--- config.mk ---
export PLATFORM = sky130hd
export DESIGN_NAME = demux12_tdm
export DESIGN_NICKNAME = d
export VERILOG_FILES = /design/src/rtl/demux12_tdm.sv
export SDC_FILE = /design/constraint.sdc
export NUM_CORES = 1
export LEC_CHECK = 0
export CORE_MARGIN = 10
export CORE_UTILIZATION = 52
export DETAILED_ROUTE_END_ITERATION = 10
export GPL_TIMING_DRIVEN = 0
export HOLD_SLACK_MARGIN = 0.12
export PLACE_DENSITY_LB_ADDON = 0.05
export REMOVE_ABC_BUFFERS = 1
export SLEW_MARGIN = 15
export SYNTH_ARGS = -nofsm -noshare
export SYNTH_HDL_FRONTEND = slang
export SYNTH_HIERARCHICAL = 1
export SYNTH_SLANG_ARGS = --single-unit
--- constraint.sdc ---
create_clock -name CLK -period 4.1 [get_ports CLK]
set_clock_uncertainty 0.2 [all_clocks]
set_input_delay 0.41 -clock CLK [delete_from_list [all_inputs] [get_ports CLK]]
set_output_delay 0.41 -clock CLK [all_outputs]
set_load 0.1 [all_outputs]
--- src/rtl/demux12_tdm.sv ---
// Two-channel TDM serial demultiplexer: routes tagged bits to channel A or B,
// deserializes each into WIDTH-bit words (MSB first) with valid/ack and sticky overflow.

module demux12_tdm_chan #(
   parameter int WIDTH = 4
) (
   input  logic             CLK,
   input  logic             RST,
   input  logic             CLR,
   input  logic             cap,
   input  logic             din,
   input  logic             ack,
   output logic [WIDTH-1:0] out,
   output logic             vld,
   output logic             ovf
);

   localparam int CNT_W = $clog2(WIDTH);

   typedef enum logic {EMPTY = 1'b0, FULL = 1'b1} state_t;

   state_t           state;
   logic [WIDTH-2:0] shreg;
   logic [CNT_W-1:0] cnt;
   logic [WIDTH-1:0] cand;
   logic             last;

   assign cand = {shreg, din};
   assign last = (cnt == CNT_W'(WIDTH - 1));
   assign vld  = (state == FULL);

   // Capture, completion and handshake for one channel; CLR blocks capture but not ACK.
   always_ff @(posedge CLK or posedge RST) begin
      if (RST) begin
         state <= EMPTY;
         shreg <= '0;
         cnt   <= '0;
         out   <= '0;
         ovf   <= 1'b0;
      end else if (CLR) begin
         shreg <= '0;
         cnt   <= '0;
         ovf   <= 1'b0;
         if (ack) state <= EMPTY;
         else     state <= state;
      end else if (cap && last) begin
         cnt   <= '0;
         shreg <= '0;
         case (state)
            EMPTY: begin
               out   <= cand;
               state <= FULL;
            end
            FULL: begin
               // A simultaneous ACK frees the slot, so the new word streams in.
               if (ack) out <= cand;
               else     ovf <= 1'b1;
            end
            default: state <= EMPTY;
         endcase
      end else begin
         if (cap) begin
            cnt   <= cnt + CNT_W'(1);
            shreg <= cand[WIDTH-2:0];
         end else begin
            cnt   <= cnt;
         end
         if (ack) state <= EMPTY;
         else     state <= state;
      end
   end

endmodule

module demux12_tdm #(
   parameter int WIDTH = 4
) (
   input  logic             CLK,
   input  logic             RST,
   input  logic             CLR,
   input  logic             EN,
   input  logic             SEL,
   input  logic             DIN,
   input  logic             ACK_A,
   input  logic             ACK_B,
   output logic [WIDTH-1:0] OUT_A,
   output logic             VLD_A,
   output logic             OVF_A,
   output logic [WIDTH-1:0] OUT_B,
   output logic             VLD_B,
   output logic             OVF_B
);

   logic cap_a;
   logic cap_b;

   assign cap_a = EN & ~SEL;
   assign cap_b = EN & SEL;

   demux12_tdm_chan #(.WIDTH(WIDTH)) u_chan_a (
      .CLK (CLK),
      .RST (RST),
      .CLR (CLR),
      .cap (cap_a),
      .din (DIN),
      .ack (ACK_A),
      .out (OUT_A),
      .vld (VLD_A),
      .ovf (OVF_A)
   );

   demux12_tdm_chan #(.WIDTH(WIDTH)) u_chan_b (
      .CLK (CLK),
      .RST (RST),
      .CLR (CLR),
      .cap (cap_b),
      .din (DIN),
      .ack (ACK_B),
      .out (OUT_B),
      .vld (VLD_B),
      .ovf (OVF_B)
   );

endmodule

# Word-level counts from Yosys, hierarchy flattened
# Cells that the tools add are included.
# totals
out_inout_bits	12
reg_bits	22
in_bits	8
wordCells	66
# classes
n_reduce_logical	12
n_addsub	2
mux	30
n_bitwise	6
n_eq_ne	6
# op_table
operator	n
2-to-1 mux 3 bit	6
case mux 4 bit (2 select lines)	2
2-to-1 mux 1 bit	14
2-to-1 mux 2 bit	6
AND reduction 3 bit	4
2-to-1 mux 4 bit	2
!= test 2 bit (second input constant)	4
nonzero test 2 bit	4
nonzero test 3 bit	2
adder 2 x 1 -> 2 bit (second input constant)	2
== test 2 bit (second input constant)	2
inverter 1 bit	4
AND 1 bit	2
logical AND 1 bit	2

# Depth between registers and ports, before layout
# depth
depth_word	5
mapped_depth	4
mapped_depth_nobuf	4

# Cells and area by module
# The synthesis kept the hierarchy.
# modules_own_cells
mod	area_each_um2	seq_area_each_um2	cells_each	instances
demux12_tdm_chan	473.0	275.3	40	2
demux12_tdm	16.3	0.0	2	1

# Worst setup path after synthesis
# No wires, ideal clock.
# synth_path
path_kind	reg2reg
start	register u_chan_a.state (netlist: u_chan_a/vld)
end	register u_chan_a.out[0]
n_path_buf	0
required_time_ns	3.775
slack_ns	2.196
path_stages_with_launch	4
setup_ns	0.125
arrival_time_ns	1.579
period_less_slack_ns	1.904
cell_sequence	dfrtp_1 > nor2b_1 > nor3_4 > mux2_2
# synth_between
elab_chain_cells	2
elab_cells_between_ends	4
cone_classes	eq/ne: 1; mux: 1; bitwise: 1; reduce/logical: 1
# synth_lines
item	line_no	text
from (decl)	22	state_t state;
from (signal assigned)	45	else state <= state;
from (signal assigned)	69	else state <= state;
!= test 2 bit (no source line) / inverter 1 bit (equally long branches)	n/a	
AND reduction 3 bit (no source line) / case mux 4 bit (2 select lines) (equally long branches)	n/a	
to (signal assigned)	51	out <= cand;
to (signal assigned)	56	if (ack) out <= cand;
to (decl)	13	output logic [WIDTH-1:0] out,
# Parallel ways exist; a longest one is shown, timed or not.
# A chain may end at the register's enable or synchronous reset.

# Final worst setup path
# layout_path
start	register u_chan_b.out[1]
end	output port OUT_B[1]
# layout_rtl
item	line_no	text
from (decl)	13	
from (signal assigned)	51	
from (signal assigned)	56	
to (decl)	89	output logic [WIDTH-1:0] OUT_B,
# No word-level cell between the ends.

==> flow_summary.json <==
{
  "p_per_area_mw_per_mm2": 340.2,
  "core_mm2": 0.001745,
  "grt_use_total": 0.09846,
  "cts_htree_levels": 1,
  "grt_pass1_vias": 767,
  "synth-seq-area-share": 0.5722,
  "yosysWarnings": 6,
  "drv_slew": 0,
  "rows": 15,
  "clkSlewWorstSetupHoldPaths_ps": 120,
  "cts_setup_buffers": 0,
  "layout_common_cells": "dfrtp_1, clkdlybuf4s50_1, a21oi_1",
  "worst_path_max_delay_cell": "clkdlybuf4s50_1",
  "setup_viol": 0,
  "worstPathMaxFanout": 2,
  "startpoint_type": "flip-flop",
  "synth_cell_types": 17,
  "cp_top_family": "buffers and inverters",
  "path_cells": "clkdlybuf4s50_1",
  "vias": 697,
  "fmax_ghz": 0.4133,
  "fin_nets": 114,
  "synthCells": 82,
  "cts_buffers": 3,
  "clkLatencyLatePin_ps": 290,
  "ir_drop_v": 0.0003040,
  "fin_cells": 128,
  "io_buffers": 19,
  "min_path_type": "in2async",
  "die_h_um": 63.02,
  "diodes": 0,
  "slowest_delay_ps": 1140,
  "cp_data_arrival_time_ps": 1810,
  "pin_count": 20,
  "p_leak_nw": 0.5441,
  "drt_iter0_drc": 11,
  "rsz0062_at_grt": "no",
  "areaGrowthSynthToFinish_pct": 27.44,
  "route.detailed.drc": 0,
  "fin_util": 0.7025,
  "cts_root_buf": "clkbuf_4",
  "drive_gt1_frac": 0.1748,
  "start_util": 0.5513,
  "antenna_found_initial": 0,
  "viasPerCell": 5.445,
  "avgSynthCellArea_um2": 11.73,
  "ctsHoldBuffers": 0,
  "gp_congestion": 0.7077,
  "ys_seq_elements": 22,
  "tightest_slew_ps": 978.0,
  "drt-wirelength-per-cell_um": 15.06,
  "slew_headroom": 0.3459,
  "finalPower_w": 0.0004171,
  "cts_sinks": 22,
  "drt_first_pass_iters": 4,
  "overflow": 0,
  "finalHoldViolCount": 0,
  "drt_wl_total_mm": 1.928,
  "drtAntennaViolNets": 0,
  "fp.dieW_um": 63.02,
  "grt_max_degree": 17,
  "ctsResizeCount": 0,
  "layout.filler_cells": 141,
  "cts_tree": "yes",
  "dp_hpwl_mm": 1.453,
  "syn_area_um2": 962.2,
  "criticalPathCategory": "reg2out",
  "fp.dieArea_mm2": 0.003971,
  "setup_tns_ps": 0,
  "grt_pass1_wl_mm": 3.298,
  "min_period_ps": 2420,
  "clockBufferDepth": 2,
  "crit_path_end_kind": "output port",
  "final_common_cell": "dfrtp_1",
  "maxCapViolations": 0,
  "dp_cells": 124,
  "worstPathRequired_ps": 3490,
  "outcome": "finished, final reports clean",
  "cp_num_buf_inv": 1,
  "fin_crit_sh": 0.5902
}
## kinds of logic after synthesis
| kind of cell | synth area share |
|---|---|
| simple gates | 0.2016 |
| fa+ha+maj | 0.02600 |
| buf+inv | 0.02600 |
| compound gates | 0.08062 |
| mux | 0.09363 |
| flops | 0.5722 |
## metal layers
layer | GRT usage | routed length [µm] | vias up
met5 | 0 | 0 | -
met4 | 0.03352 | 20 | 0
met3 | 0.03763 | 135 | 2
met2 | 0.1497 | 875 | 25
met1 | 0.1234 | 896 | 349
li1 | - | - | 321
## where the power goes
| group | switching [W] | internal [W] |
|---|---|---|
| logic | 0.0000208 | 0.0000124 |
| registers | 0.00000280 | 0.000221 |
| clock network | 0.0000617 | 0.0000986 |
## through the flow
stage,hold slack (ps),area (µm²),setup WS (ps)
2_1_floorplan,62.44,952.2,2196
3_3_place_gp,277.3,1174,1839
3_5_place_dp,298.5,1174,1823
4_1_cts,222.1,1226,1658
5_1_grt,242.6,1226,1616
6_report,214.2,1226,1680
## state kept, by name, summed over array words and instances, names as in the netlist
signal          flops
u_chan_a/out        4
u_chan_b/out        4
u_chan_a/shreg      3
u_chan_b/shreg      3
u_chan_a/cnt        2
u_chan_b/cnt        2
u_chan_a/ovf        1
u_chan_a/vld        1
u_chan_b/ovf        1
u_chan_b/vld        1
## area by class of cell
type / instances / area (µm²) / area share
repair buffers: 19 / 190.2 / 0.1551
flip-flops and latches: 22 / 550.5 / 0.4490
clock buffers: 3 / 22.52 / 0.01837
well taps: 25 / 31.28 / 0.02551
inverters: 4 / 15.01 / 0.01224
multi-input cells: 54 / 386.6 / 0.3153
clock inverters: 1 / 30.03 / 0.02449
## Yosys cell counts
master	count	area, µm²
nor3_4	2	32.53
nand2_2	2	12.51
nor2_1	4	15.01
nand2_1	8	30.03
o21bai_1	2	15.01
and2b_2	1	8.760
inv_1	4	15.01
and2_2	1	7.510
mux2_2	8	90.09
nand3b_1	8	60.06
ha_1	2	25.02
clkbuf_2	2	10.01
nor3b_1	2	15.01
nor2b_1	2	12.51
dfrtp_1	22	550.5
a21oi_1	10	50.05
a31oi_1	2	12.51
## path summary, 6_finish.rpt
kind / start / to / slack [ps] / cells past startpoint
worst max-delay path: u_chan_b/out[1] / OUT_B[1] / 1680 / 1
worst min-delay path: RST / u_chan_b/out[0] / 210 / 2
worst max register to register: u_chan_b/cnt[0] / u_chan_b/out[3] / 2350 / 4
worst min register to register: u_chan_a/out[3] / u_chan_a/out[3] / 320 / 1
max in group asynchronous: RST / u_chan_a/vld / 3170 / 2
min in group CLK: u_chan_a/out[3] / u_chan_a/out[3] / 320 / 1
Power figures use the tool's default switching activity.
